--- src/rtl/itof_converter.sv ---
// itof_converter
//   Multi-cycle signed two's-complement integer to IEEE-754 single-precision
//   converter. A captured sample is normalised by shifting left one bit per
//   cycle until its MSB is set, then rounded (round to nearest, ties to even)
//   when the sample is wider than the 24-bit float mantissa.
//
//   Ports:
//     clk              rising-edge clock
//     rst              synchronous, active-high reset
//     sample_valid     request conversion of sample_data_in (taken only in IDLE)
//     sample_data_in   signed sample, data_width bits
//     float_data_out   IEEE-754 result, held until the next done
//     ItoF_done        1-cycle pulse, float_data_out valid this cycle
//     ItoF_idle        high while ready to accept a sample
//     ItoF_processing  high while a conversion is in flight (NORM/ROUND/DONE)
//     ItoF_overrun     1-cycle pulse, a sample offered while busy was dropped
//
//   Parameters:
//     data_width  sample width, 2..32
//     fp_width    output width, must be 32
//     exp_bias    IEEE exponent bias
module itof_converter #(
  parameter int data_width = 24,
  parameter int fp_width   = 32,
  parameter int exp_bias   = 127
) (
  input  logic                  clk,
  input  logic                  rst,
  input  logic                  sample_valid,
  input  logic [data_width-1:0] sample_data_in,
  output logic [fp_width-1:0]   float_data_out,
  output logic                  ItoF_done,
  output logic                  ItoF_idle,
  output logic                  ItoF_processing,
  output logic                  ItoF_overrun
);

  typedef enum logic [1:0] {
    IDLE  = 2'd0,
    NORM  = 2'd1,
    ROUND = 2'd2,
    DONE  = 2'd3
  } state_t;

  // Exponent of an unshifted sample: its MSB position is data_width-1.
  localparam logic [8:0] EXP_INIT = 9'(exp_bias + data_width - 1);

  state_t                state_q, state_d;
  logic                  sign_q;
  logic [data_width-1:0] mag_q;
  logic [8:0]            exp_q;

  logic [data_width-1:0] mag_in;
  logic                  mag_zero;
  logic                  mag_top;

  // Rounding datapath
  logic [31:0]           mag_al;
  logic                  lsb, guard, sticky, round_up;
  logic [24:0]           mant_rnd;
  logic [8:0]            exp_rnd;
  logic [22:0]           frac_rnd;

  // Magnitude as unsigned data_width bits; the most negative sample maps to
  // 2^(data_width-1), which still fits.
  assign mag_in   = sample_data_in[data_width-1] ? (~sample_data_in + 1'b1)
                                                 : sample_data_in;
  assign mag_zero = (mag_q == '0);
  assign mag_top  = mag_q[data_width-1];

  // ---------------------------------------------------------------------------
  // State register and next-state logic
  // ---------------------------------------------------------------------------
  always_ff @(posedge clk) begin
    if (rst) state_q <= IDLE;
    else     state_q <= state_d;
  end

  always_comb begin
    state_d = state_q;
    case (state_q)
      IDLE:  if (sample_valid) state_d = NORM;
      NORM: begin
        if (mag_zero)     state_d = DONE;
        else if (mag_top) state_d = ROUND;
      end
      ROUND: state_d = DONE;
      DONE:  state_d = IDLE;
      default: state_d = IDLE;
    endcase
  end

  // ---------------------------------------------------------------------------
  // Rounding
  // The normalised magnitude is left-aligned into 32 bits so one rounding
  // path covers every width: for data_width <= 24 the bits below the kept
  // 24 are all zero, so guard and sticky are zero and the result is exact.
  // ---------------------------------------------------------------------------
  always_comb begin
    mag_al   = 32'(mag_q) << (32 - data_width);
    lsb      = mag_al[8];
    guard    = mag_al[7];
    sticky   = |mag_al[6:0];
    round_up = guard & (sticky | lsb);
    mant_rnd = {1'b0, mag_al[31:8]} + 25'(round_up);
    exp_rnd  = exp_q;
    frac_rnd = mant_rnd[22:0];
    // 1.111..1 rounded up becomes 10.000..0: renormalise to 1.0, bump exp.
    if (mant_rnd[24]) begin
      exp_rnd  = exp_q + 9'd1;
      frac_rnd = '0;
    end
  end

  // ---------------------------------------------------------------------------
  // Datapath and registered outputs
  // ---------------------------------------------------------------------------
  always_ff @(posedge clk) begin
    if (rst) begin
      sign_q         <= 1'b0;
      mag_q          <= '0;
      exp_q          <= '0;
      float_data_out <= '0;
      ItoF_done      <= 1'b0;
      ItoF_overrun   <= 1'b0;
    end else begin
      ItoF_done    <= 1'b0;
      // Any offer outside IDLE is dropped and flagged one cycle later.
      ItoF_overrun <= sample_valid && (state_q != IDLE);
      case (state_q)
        IDLE: begin
          if (sample_valid) begin
            sign_q <= sample_data_in[data_width-1];
            mag_q  <= mag_in;
            exp_q  <= EXP_INIT;
          end
        end
        NORM: begin
          if (mag_zero) begin
            // Zero never reaches ROUND; result is always +0.
            float_data_out <= '0;
            ItoF_done      <= 1'b1;
          end else if (!mag_top) begin
            mag_q <= mag_q << 1;
            exp_q <= exp_q - 9'd1;
          end
        end
        ROUND: begin
          float_data_out <= fp_width'({sign_q, exp_rnd[7:0], frac_rnd});
          ItoF_done      <= 1'b1;
        end
        default: ;
      endcase
    end
  end

  // Status flags decode the registered state only.
  assign ItoF_idle       = (state_q == IDLE);
  assign ItoF_processing = (state_q != IDLE);

endmodule

--- config.mk ---
export PLATFORM = sky130hd
export DESIGN_NAME = itof_converter
export DESIGN_NICKNAME = d
export VERILOG_FILES = /design/src/rtl/itof_converter.sv
export SDC_FILE = /design/constraint.sdc
export NUM_CORES = 1
export LEC_CHECK = 0
export BUFFER_PORTS_ARGS = -buffer_cell sky130_fd_sc_hd__clkbuf_2
export CAP_MARGIN = 30
export CORE_MARGIN = 3
export CORE_UTILIZATION = 31
export CTS_CLUSTER_SIZE = 30
export DETAILED_ROUTE_END_ITERATION = 16
export MAX_ROUTING_LAYER = met4
export PLACE_DENSITY = 0.58
export SLEW_MARGIN = 40
export SYNTH_ARGS = -nofsm -noshare
export SYNTH_HDL_FRONTEND = slang
export SYNTH_SLANG_ARGS = --single-unit
export TNS_END_PERCENT = 5
--- constraint.sdc ---
create_clock -name clk -period 3.1 [get_ports clk]
set_clock_uncertainty 0.05 [all_clocks]
set_input_delay 0.62 -clock clk [delete_from_list [all_inputs] [get_ports clk]]
set_output_delay 0.62 -clock clk [all_outputs]
set_load 0.01 [all_outputs]
# Yosys cells after proc, flatten, opt, wreduce, memory -nomap -nowiden
# Index checks and enable logic that the tools add are counted.
# totals
output_inout_bits	36
reg_bits	70
elab_cells	47
input_bits	27
# op_classes
n_mux	17
n_eq_ne	8
reduce_logical	11
n_addsub	2
bitwise_logic	1
# op_table
operator	n
$mux W24	4
$pmux W32 S2	1
$pmux W24 S2	1
$mux W32	1
$mux W9	3
$add A24 B1 Y24 const B	1
$logic_not A24 Y1	1
$not A24 Y24	1
$pmux W9 S2	1
$sub A9 B1 Y9 const B	1
$ne A2 B2 Y1 const B	4
$pmux W2 S4	1
$mux W2	3
$reduce_and A2 Y1	3
$reduce_bool A2 Y1	3
$eq A2 B2 Y1 const B	2
$reduce_and A4 Y1	1
$ne A3 B3 Y1 const B	1
$reduce_and A3 Y1	1
$eq A2 B1 Y1 const B	1
$logic_not A2 Y1	1
$pmux W1 S2	1
$logic_and A1 B1 Y1	1
$mux W1	1

# Longest topological paths before layout
# depth
ltp_word	5
mapped_depth	9
ltp_nobuf	7

# Worst setup path after synthesis
# OpenSTA, ideal clock, no wires.
# synth_path
kind	register to register
startpoint	register state_q[0]
endpoint	register exp_q[6]
t_arrival_ns	1.836
synth_period_minus_slack_ns	2.004
t_required_ns	2.932
n_path_buf	0
setup_ns	0.118
stages_incl_launch_ff	8
path_slack_ns	1.096
cell_sequence	dfxtp_1 -> inv_1 -> ha_1 -> mux2_4 -> a21boi_4 -> o211ai_1 -> or3b_1 -> mux2i_1
# synth_between
elab_chain_len	3
word_cells_on_any_way	8
classes_between	4 x eq/ne; 1 x mux; 3 x reduce/logical
# synth_rtl
element	line_no	text
start, declared	48	state_t state_q, state_d;
start signal, assigned	76	else state_q <= state_d;
$logic_not A2 Y1 (*)	--	
via ItoF_idle	33	output logic ItoF_idle,
$ne A2 B2 Y1 (no source line) / $reduce_bool A2 Y1 (equally long branches)	--	
$reduce_and A4 Y1 (no source line)	--	
end signal, assigned	145	exp_q <= exp_q - 9'd1;
end, declared	51	logic [8:0] exp_q;
# The timed path passes the listed nets; every way through them passes the cells marked *.
# A chain may end at the register's enable or synchronous reset.

# Final worst setup path
# layout_path
startpoint	register state_q[1]
endpoint	register exp_q[7]
# layout_between
elab_chain_len	3
word_cells_on_any_way	8
classes_between	4 x eq/ne; 1 x mux; 3 x reduce/logical
# layout_rtl
element	line_no	text
$eq A2 B1 Y1 / $logic_not A2 Y1 (equally long branches)	130	case (state_q)
$ne A2 B2 Y1 (no source line) / $reduce_bool A2 Y1 (equally long branches)	--	
$reduce_and A4 Y1 (no source line)	--	
# Several ways; a longest one is shown, not always the timed one.

==> impl_metrics.ini <==
[critical_path]
r2r_end = exp_q[7]$_SDFFE_PP0P_
worst_setup_path_end_kind = register
critical-path-slowest-cell = sky130_fd_sc_hd__or4_1
setup.reg_to_reg.worst_slack_ns = 0.71
setup.worst_path.start_class = register
reg2reg_depth = 7
cp_cell_sequence = inv_1, ha_1, mux2_4, a21boi_4, o21ai_2, or4_1, a31oi_1
timing.critical_path.required_ns = 3.32
path_class = register to register
cpPeakStageDelay_ns = 0.54
timing.critical_path.arrival_ns = 2.61
cp_max_fo = 12
rr_startpoint = state_q[1]$_SDFFE_PP0P_

[clocking]
clock-root-buffer = sky130_fd_sc_hd__clkbuf_8
post-cts-setup-buffers = 0
cts_num_sinks = 69
tritoncts = done
max-clock-path-buffers = 2
post_cts.resized_instances = 0
tritoncts.num_buffers = 9
worst_skew_pair.late_latency_ns = 0.34
htree_num_levels = 3
path_clk_slew_ns = 0.06
cts.hold.buffers_added = 0

[detailed_routing]
first_pass_iters = 4
drt_iter0_markers = 142
antenna_left = 0
via_count = 2718
drt-wirelength-per-cell_um = 15.49
detailed_route_drc_error_count = 0
route.final.wire_length_um = 8133
via_per_inst = 5.177

[synthesis]
sequential_element_share_of_the_synthesized_area_pct = 43.48
yosys_warnings = 0
synth.avg_cell_area_sq_um = 9.685
synth_cell_types = 54
synth_nets = 361
synth_top_cell_area_share_pct = 43.48
postSynthCellCount = 328
netlist.top_cell.by_area = sky130_fd_sc_hd__dfxtp_1
netlist_area_sq_mm = 0.003177
synth_ff_type = sky130_fd_sc_hd__dfxtp_1
async_flop_share_pct = 0
synth.top_cells.by_area = sky130_fd_sc_hd__dfxtp_1 (43%), sky130_fd_sc_hd__a22o_1 (8.8%), sky130_fd_sc_hd__o221ai_1 (4.1%)
postSynthRegisterBits = 69
edff_count_synth = 0

[floorplanning]
initial_standard_cell_utilization_of_the_core_pct = 32.20
ios = 63
placeableCoreArea_sq_mm = 0.009864
die_area_sq_mm = 0.01150
die-width_um = 107.2
std_cell_rows = 36
dieHeight_um = 107.2

[timing]
timing.final.crit_share_pct = 77.09
maxClockFrequency_mhz = 418.5
max_slew_margin_pct = 54.44
grt_setup_unrepaired = false
final_critical_path_setup_slack_ns = 0.7103
finalHoldViolCount = 0
tightestPinTransition_ns = 0.6834
final_period_minus_worst_setup_slack_ns = 2.390
timing_max_transition_violations_final = 0
setup_failing_eps_final = 0
fin_setup_tns_ns = 0

[cells_and_area]
finish.instance_area_sq_mm = 0.003811
layout-drive-gt1-share_pct = 24.74
area.growth.synth_to_final_pct = 19.97
num-nets-final = 422
sequential_cell_area_sq_mm = 0.001381
postLayoutCoreUtil_pct = 38.64
insertedDiodeCount = 0
multiInputGateArea_sq_mm = 0.001668
num-fill-cells = 1017
stdcell_count = 525

[job]
drv_cap = 0

[power_and_ir_drop]
leakage_nw = 1.547
peakVddDrop_v = 0.0003752
cellPowerDensity_mw_per_mm2 = 873.0

[global_routing]
grt_pass1_vias = 2561
antenna_found_initial = 0
grt_pass1_wl_um = 13490
grtUsageTotal_pct = 15.30
grt-ovfl-total = 0
grt_max_degree = 33

[outcome]
status = finished, final reports clean

[placed_design]
placed_cell_area_sq_mm = 0.003631
io_buffers = 62
preCtsSetupSlack_ns = 0.6714
dp.final_hpwl_um = 6091
dp.cells = 511
gp_congestion = 0.8721

[hold_path]
whs_path_depth = 2
hold_path_startpoint = sign_q$_SDFFE_PP0P_
min-delay-path-class = register to register
hold_path_end = sign_q$_SDFFE_PP0P_
## state kept, by name, summed over array words and instances, names as in the netlist
register / cells
ItoF_overrun: 1
sign_q: 1
ItoF_done: 1
mag_q: 24
state_q: 2
float_data_out: 32
exp_q: 8
## area by class of cell
class                   count  area share, %
inverters                  14          1.379
multi-input cells         226          43.76
flip-flops and latches     69          36.24
clock inverters             2         0.9192
repair buffers             69          9.521
well taps                 133          4.366
clock buffers              12          3.808
## per-stage QoR
step | hold WS, ns | power [mW]
3_3_place_gp | 0.4014 | 2.647
6_report | 0.4154 | 3.327
5_1_grt | 0.4324 | 3.585
4_1_cts | 0.4142 | 3.350
3_5_place_dp | 0.4045 | 2.664
2_1_floorplan | 0.3866 | 2.265
## routing by layer
metal,wire length (um),up-vias,track usage (%)
met5,0,-,-
met4,139,0,5.753
met3,348,9,3.913
met2,3448,58,20.78
met1,4196,1265,21.67
li1,-,1386,-
## cell usage in the layout, fill, tap and decap left out, drive strengths merged, types with 9 or more instances in the layout
cell and count:
a22o 32, nor4 9, o21ai 10, clkbuf 74, xor2 14, nand2 14
nor2 17, dfxtp 69, xnor2 9, inv 13, nor3 9, a21oi 25
o221ai 15
## worst max-delay path: cells and delay by family, from the launching register on
family	cells	cell delay, ns
AOI/OAI and AO/OA	3	0.58
and+or+nand+nor	1	0.54
DFF	1	0.32
buffers and inverters	1	0.09
adders and majority gates	1	0.44
muxes	1	0.28
## cells by family after synthesis
group	Yosys count	synth area share, %
xor+xnor	23	6.341
buf+inv	33	4.411
compound gates	123	29.11
flops	69	43.48
simple gates	70	12.84
mux	4	1.457
fa+ha+maj	6	2.363
## worst max path at each step
stage	slack, ns	end	startpoint	cells after the start
6_report	0.71	exp_q[7]$_SDFFE_PP0P_	state_q[1]$_SDFFE_PP0P_	7
3_3_place_gp	0.65	float_data_out[28]$_SDFFE_PP0P_	state_q[1]$_SDFFE_PP0P_	5
4_1_cts	0.72	exp_q[7]$_SDFFE_PP0P_	state_q[1]$_SDFFE_PP0P_	7
5_1_grt	0.54	float_data_out[1]$_SDFFE_PP0P_	state_q[1]$_SDFFE_PP0P_	7
2_1_floorplan	1.10	mag_q[16]$_SDFFE_PP0P_	sample_data_in[4]	5
3_5_place_dp	0.67	mag_q[20]$_SDFFE_PP0P_	sample_data_in[8]	6
## synth_stat cells, types with 2 or more instances
library cell,count
sky130_fd_sc_hd__nand3_1,6
sky130_fd_sc_hd__o21a_1,2
sky130_fd_sc_hd__o221ai_1,15
sky130_fd_sc_hd__or4_1,4
sky130_fd_sc_hd__ha_1,6
sky130_fd_sc_hd__xnor2_1,9
sky130_fd_sc_hd__nand4_2,2
sky130_fd_sc_hd__buf_2,10
sky130_fd_sc_hd__clkbuf_1,7
sky130_fd_sc_hd__nand2_1,14
sky130_fd_sc_hd__a311oi_1,2
sky130_fd_sc_hd__nor2_1,17
sky130_fd_sc_hd__o21ai_0,8
sky130_fd_sc_hd__a211oi_1,2
sky130_fd_sc_hd__nor3_1,9
sky130_fd_sc_hd__nor4_2,5
sky130_fd_sc_hd__a41oi_1,2
sky130_fd_sc_hd__dfxtp_1,69
sky130_fd_sc_hd__o211ai_1,3
sky130_fd_sc_hd__o41ai_1,2
sky130_fd_sc_hd__a21oi_1,25
sky130_fd_sc_hd__a31oi_1,7
sky130_fd_sc_hd__o31ai_1,7
sky130_fd_sc_hd__nor4_1,3
sky130_fd_sc_hd__or3_1,3
sky130_fd_sc_hd__xor2_1,14
sky130_fd_sc_hd__inv_1,13
sky130_fd_sc_hd__a22o_1,32
sky130_fd_sc_hd__a22oi_1,3
sky130_fd_sc_hd__mux2i_1,2
sky130_fd_sc_hd__a221oi_1,2
## where the power goes
group / switching, mW / internal [mW]
registers: 0.278 / 1.13
clock network: 0.304 / 0.384
logic: 0.721 / 0.510
total: 1.30 / 2.02
Power figures use the tool's default switching activity.
